**src/rtl/wb_result_stage_pkg.sv**
```systemverilog
// Shared writeback-stage types: result source encoding, load funct3 codes and the buffered entry layout.
package wb_pkg;

  typedef enum logic [2:0] {
    RES_ALU  = 3'd0,
    RES_LOAD = 3'd1,
    RES_PC4  = 3'd2,
    RES_IMM  = 3'd3,
    RES_CSR  = 3'd4
  } result_src_e;

  localparam logic [2:0] F3_LB  = 3'b000;
  localparam logic [2:0] F3_LH  = 3'b001;
  localparam logic [2:0] F3_LW  = 3'b010;
  localparam logic [2:0] F3_LD  = 3'b011;
  localparam logic [2:0] F3_LBU = 3'b100;
  localparam logic [2:0] F3_LHU = 3'b101;
  localparam logic [2:0] F3_LWU = 3'b110;

  localparam int WB_XLEN   = 32;
  localparam int WB_REG_AW = 5;

  // Entry layout for the default core configuration; the stage sizes its own copy from its parameters.
  typedef struct packed {
    logic                 reg_write;
    logic [WB_REG_AW-1:0] rd;
    logic [WB_XLEN-1:0]   data;
  } wb_entry_t;

endpackage

```
**src/rtl/wb_result_stage_load_extend.sv**
```systemverilog
// Load lane select and sign/zero extension of a raw aligned memory word.
module load_extend
  import wb_pkg::*;
#(
  parameter int XLEN = 32
) (
  input  logic [2:0]      funct3,
  input  logic [2:0]      addr,
  input  logic [XLEN-1:0] raw,
  output logic [XLEN-1:0] data
);

  // On RV32 the word holds only four byte lanes, so address bit 2 is dropped.
  localparam logic [2:0] AMASK = (XLEN == 64) ? 3'b111 : 3'b011;

  logic [2:0]      lane_addr;
  logic [XLEN-1:0] sh;

  always_comb begin
    unique case (funct3)
      F3_LB, F3_LBU: lane_addr = addr & AMASK;
      F3_LH, F3_LHU: lane_addr = addr & AMASK & 3'b110;
      F3_LW, F3_LWU: lane_addr = addr & AMASK & 3'b100;
      default:       lane_addr = 3'b000;
    endcase
    sh = raw >> {lane_addr, 3'b000};
  end

  always_comb begin
    unique case (funct3)
      F3_LB:   data = XLEN'($signed(sh[7:0]));
      F3_LBU:  data = XLEN'(sh[7:0]);
      F3_LH:   data = XLEN'($signed(sh[15:0]));
      F3_LHU:  data = XLEN'(sh[15:0]);
      F3_LW:   data = XLEN'($signed(sh[31:0]));
      F3_LWU:  data = XLEN'(sh[31:0]);
      // LD, and the unused code, return the whole word; on RV32 that is exactly LW.
      default: data = sh;
    endcase
  end

endmodule

```
**src/rtl/wb_result_stage.sv**
```systemverilog
// Writeback stage: result source mux, load extension and a 2-entry skid buffer feeding the
// register-file write port and the WB forwarding bus.
module wb_result_stage
  import wb_pkg::*;
#(
  parameter int XLEN    = 32,
  parameter int REG_AW  = 5,
  parameter int SKID_EN = 1
) (
  input  logic              clk,
  input  logic              reset,
  input  logic              flush,
  input  logic              in_valid,
  output logic              in_ready,
  input  logic [2:0]        result_src,
  input  logic [XLEN-1:0]   alu_result,
  input  logic [XLEN-1:0]   read_data,
  input  logic [XLEN-1:0]   pc_plus_4,
  input  logic [XLEN-1:0]   imm_ext,
  input  logic [XLEN-1:0]   csr_rdata,
  input  logic [2:0]        load_funct3,
  input  logic [REG_AW-1:0] rd_addr,
  input  logic              reg_write,
  output logic              out_valid,
  input  logic              out_ready,
  output logic              rf_we,
  output logic [REG_AW-1:0] rf_waddr,
  output logic [XLEN-1:0]   rf_wdata,
  output logic              fwd_valid
);

  typedef struct packed {
    logic              reg_write;
    logic [REG_AW-1:0] rd;
    logic [XLEN-1:0]   data;
  } entry_t;

  logic [XLEN-1:0] load_data;
  entry_t          in_entry;
  entry_t          head;
  entry_t          buf_q [2];
  logic            head_q;
  logic [1:0]      count_q;
  logic [1:0]      count_d;
  logic            tail;
  logic            push;
  logic            pop;
  logic            head_writes;

  load_extend #(.XLEN(XLEN)) u_load_extend (
    .funct3 (load_funct3),
    .addr   (alu_result[2:0]),
    .raw    (read_data),
    .data   (load_data)
  );

  always_comb begin
    in_entry.reg_write = reg_write;
    in_entry.rd        = rd_addr;
    unique case (result_src_e'(result_src))
      RES_ALU:  in_entry.data = alu_result;
      RES_LOAD: in_entry.data = load_data;
      RES_PC4:  in_entry.data = pc_plus_4;
      RES_IMM:  in_entry.data = imm_ext;
      RES_CSR:  in_entry.data = csr_rdata;
      default: begin
        in_entry.data      = '0;
        in_entry.reg_write = 1'b0;
      end
    endcase
  end

  assign out_valid = (count_q != 2'd0);
  assign push      = in_valid & in_ready & ~flush;
  assign pop       = out_valid & out_ready & ~flush;
  assign count_d   = count_q + {1'b0, push} - {1'b0, pop};
  // Single-register mode never advances the head, so slot 0 is the only slot used.
  assign tail      = (SKID_EN != 0) ? (head_q ^ count_q[0]) : 1'b0;

  always_ff @(posedge clk) begin
    if (reset) begin
      count_q  <= 2'd0;
      head_q   <= 1'b0;
      buf_q[0] <= '0;
      buf_q[1] <= '0;
    end else if (flush) begin
      count_q <= 2'd0;
    end else begin
      count_q <= count_d;
      if (pop && (SKID_EN != 0)) head_q <= ~head_q;
      if (push) buf_q[tail] <= in_entry;
    end
  end

  generate
    if (SKID_EN != 0) begin : g_skid
      logic rdy_q;
      // Registered from the next count so a full buffer never accepts in the cycle it drains.
      always_ff @(posedge clk) begin
        if (reset || flush) rdy_q <= 1'b1;
        else                rdy_q <= (count_d != 2'd2);
      end
      assign in_ready = rdy_q;
    end else begin : g_single
      assign in_ready = out_ready | ~out_valid;
    end
  endgenerate

  assign head        = buf_q[head_q];
  assign head_writes = out_valid & head.reg_write & (head.rd != '0);
  assign rf_waddr    = head.rd;
  assign rf_wdata    = head.data;
  assign rf_we       = head_writes & out_ready;
  assign fwd_valid   = head_writes;

endmodule
```
**config.mk**
```make
export PLATFORM = sky130hd
export DESIGN_NAME = wb_result_stage
export DESIGN_NICKNAME = d
export VERILOG_FILES = /design/src/rtl/wb_result_stage_pkg.sv /design/src/rtl/wb_result_stage_load_extend.sv /design/src/rtl/wb_result_stage.sv
export SDC_FILE = /design/constraint.sdc
export NUM_CORES = 1
export LEC_CHECK = 0
export BUFFER_PORTS_ARGS = -buffer_cell sky130_fd_sc_hd__buf_2
export CORE_ASPECT_RATIO = 0.6
export CORE_UTILIZATION = 40
export DETAILED_ROUTE_END_ITERATION = 8
export PLACE_DENSITY = 0.73
export SYNTH_ARGS = -nofsm -noshare
export SYNTH_HDL_FRONTEND = slang
export SYNTH_SLANG_ARGS = --single-unit
```
**constraint.sdc**
```tcl
create_clock -name clk -period 5.05 [get_ports clk]
set_input_delay 0 -clock clk [delete_from_list [all_inputs] [get_ports clk]]
set_output_delay 0 -clock clk [all_outputs]
set_load 0.02 [all_outputs]
```
==> results by group <==
Logic synthesis
  • Post-synth EDFFs: between 70 and 80
  • Largest cells by area after synthesis: edfxtp_1, mux2i_1, mux2_2, nor2_1, nand2b_1
  • Post-Syn Area: 5360 um2
  • Ys async rst share: 0%
  • Top-count cell post-synth: nor2_1
  • Top_reg_cell synth: edfxtp_1
  • Gate Count Post-Synth: 539
  • Seq cells post-synth: 81
  • Post-synth cell types: 46
  • Warnings from Yosys: 0
  • Area leader, netlist: edfxtp_1
  • Syn Area/Cell: 9.95 um2
  • Syn_nets: a little over 700
  • Most instantiated cells after synthesis: nor2_1, edfxtp_1, mux2i_1, mux2_2
  • Seq/Total Area, Yosys: 44.4%
  • Post-synth top area share: 42.5%

Pwr
  • Static Leakage: 3.00 nW
  • Pwr dens: 262 nW/um2
  • Final Total Pwr: 0.00180 W
  • Max rail drop VDD: 0.165 mV

Floorplan
  • Io pins: about 220
  • Initial Utilization: roughly 41%
  • Die footprint: 13900 um2
  • Row cnt: 32
  • Core outline area: 13000 um2
  • Die Y: between 90 and 100 um
  • Die width: 151 um

STA
  • Final setup viols: 0
  • Min cycle time layout: 2.62 ns
  • Period utilization: between 50 and 60%
  • Slew Limit Fails: 0
  • Fmax: between 0.3 and 0.4 GHz
  • Setup Total Neg Slack: 0 ns
  • Final Skew: 0.00624 ns
  • RSZ-0062 raised after global routing: no
  • Slew HR: 27.5%
  • Final hold violation count: 0
  • Worst slew pin tran: 1.08 ns

Clock network
  • CTS Buf Count: 9
  • CTS Buffer Depth: 2
  • CTS tree: done
  • Resized cells post-CTS: 0
  • CTS clock-pin slew for the worst setup and hold paths: 0.06 ns
  • CTS H-Tree Depth: 3
  • Worst-skew pair later-pin latency: about 0.33 ns
  • Clock root buffer: clkbuf_16
  • Clk sink count: between 80 and 90

Route
  • Drt first pass iters: 5
  • Average wire per standard cell: 20.4 um
  • Routed wire length: around 18000 um
  • DR vias/cell: 5.72
  • DRC viols: 0
  • Initial DRC count: 366
  • Final ANT Viol Nets: 0
  • DR vias: 5196

Hold path
  • Hold Path Class: input port to flop

Cells and area
  • Area Growth Syn to Fin: 28.0%
  • Antenna Cells: 0
  • Layout cell share with drive strength beyond 1: 40.2%
  • Nets@finish: slightly above 900
  • Layout fillers: 1228

Setup path
  • Worst EP required: 5.24 ns
  • CP Capture Type: flop
  • Critical path type: input port to flop
  • Arrival time worst endpoint: 2.81 ns
  • Worst Setup Start Kind: input port
  • Worst Path Max Fanout: 38

Global route
  • Remaining Overflow, GRT: 0
  • First-pass GRT wire length: 27500 um
  • Number of global-route vias before repair: 5029
  • Largest net degree at the start of global routing: 40
  • Tot GR Track Use: 26.9%
  • Initial antenna violation count: 0

Placement
  • Routability cong.: approximately 0.9
  • Hpwl dp: 14000 um
  • I/O Buffers: around 220

Run
  • Max capacitance violation total: 0

Outcome
  • Status: finished, final reports clean
per-layer routing:
metal | track usage [%] | vias to the layer above | share of wire, %
met1 | 34.8 | 2475 | 42
met5 | 0 | - | 0
met3 | 7.11 | 23 | 10
li1 | - | 2397 | -
met2 | 45.2 | 301 | 46
met4 | 5.28 | 0 | 1.2
power breakdown:
part / switching (W) / total, W / internal, W / leakage (nW)
Combinational: 0.000225 / 0.000384 / 0.000159 / 2.02
Sequential: 0.00000821 / 0.000776 / 0.000768 / 0.834
Clock: 0.000256 / 0.000639 / 0.000382 / 0.139
Total: 0.000490 / 0.00180 / 0.00131 / 3.00
critical path: stages:
cell and delay [ns]:
buf_2 0.67, nor3b_2 0.62, buf_4 0.35, and2_1 0.77, a211oi_1 0.24, nor2_1 0.15
registers in the layout, indices dropped and copies added, names as in the netlist, named ones only:
name and count:
buf_q 76, count_q 2, head_q 1, in_ready 1
metrics by stage:
stage	util, %	setup slack [ns]	std cells	cell area, um2	hold slack [ns]
2_1_floorplan	-	2.58	539	5360	0.0724
3_3_place_gp	50.1	2.29	884	6490	0.207
3_5_place_dp	50.1	2.13	884	6490	0.219
4_1_cts	52.9	2.47	908	6860	0.0516
5_1_grt	52.9	2.24	908	6860	0.0576
6_report	52.9	2.43	908	6860	0.0732
cells by family (layout without fill, tap and decap cells):
kind of cell | after synthesis | count (layout) | share of synthesized area (%)
buffers and inverters | 58 | 257 | 4.74
AOI/OAI and AO/OA | 144 | 144 | 18.4
adders and majority gates | 2 | 2 | 0.466
and+or+nand+nor | 167 | 167 | 15.0
muxes | 83 | 83 | 16.4
xor gates and xnor gates | 4 | 4 | 0.653
DFF | 81 | 81 | 44.4
layout by cell type, fill, tap and decap left out, drive strengths merged, types with 11 or more instances in the layout:
cell and n:
edfxtp 76, mux2i 46, a21oi 25, clkbuf 11, nand2b 24, inv 11
mux2 37, o22ai 21, a31o 12, o21ai 26, a211oi 12, buf 221
a22oi 14, nor2 85, nand2 23
area by class of cell:
cell class	count	area, um2	area share [%]
Sequential cell	81	2380	34.7
Inverter	12	45.0	0.656
Multi-Input combinational cell	400	2740	39.9
Tap cell	170	213	3.10
Clock buffer	11	233	3.39
Timing Repair Buffer	229	1200	17.4
Clock inverter	5	56.3	0.820
path summary, 6_finish.rpt:
check                      startpoint                         end  slack [ns]  cells past startpoint
hold / removal           csr_rdata[0]   buf_q[1][0]$_SDFFCE_PN0P_        0.07                      3
setup / recovery        result_src[0]  buf_q[0][31]$_SDFFCE_PN0P_        2.43                      6
hold reg to reg   head_q$_SDFFE_PP0P_                        flop        0.60                      2
setup reg to reg  in_ready$_SDFF_PP1_  buf_q[1][33]$_SDFFCE_PN0P_        2.77                      4
repair_timing:
item / 4_1_cts / 5_1_grt
hold buffers: 8 / 0
buffers inserted: 0 / 0
hold endpoints to repair: 14 / 0
Note: power is estimated with default switching activity, not from simulation.
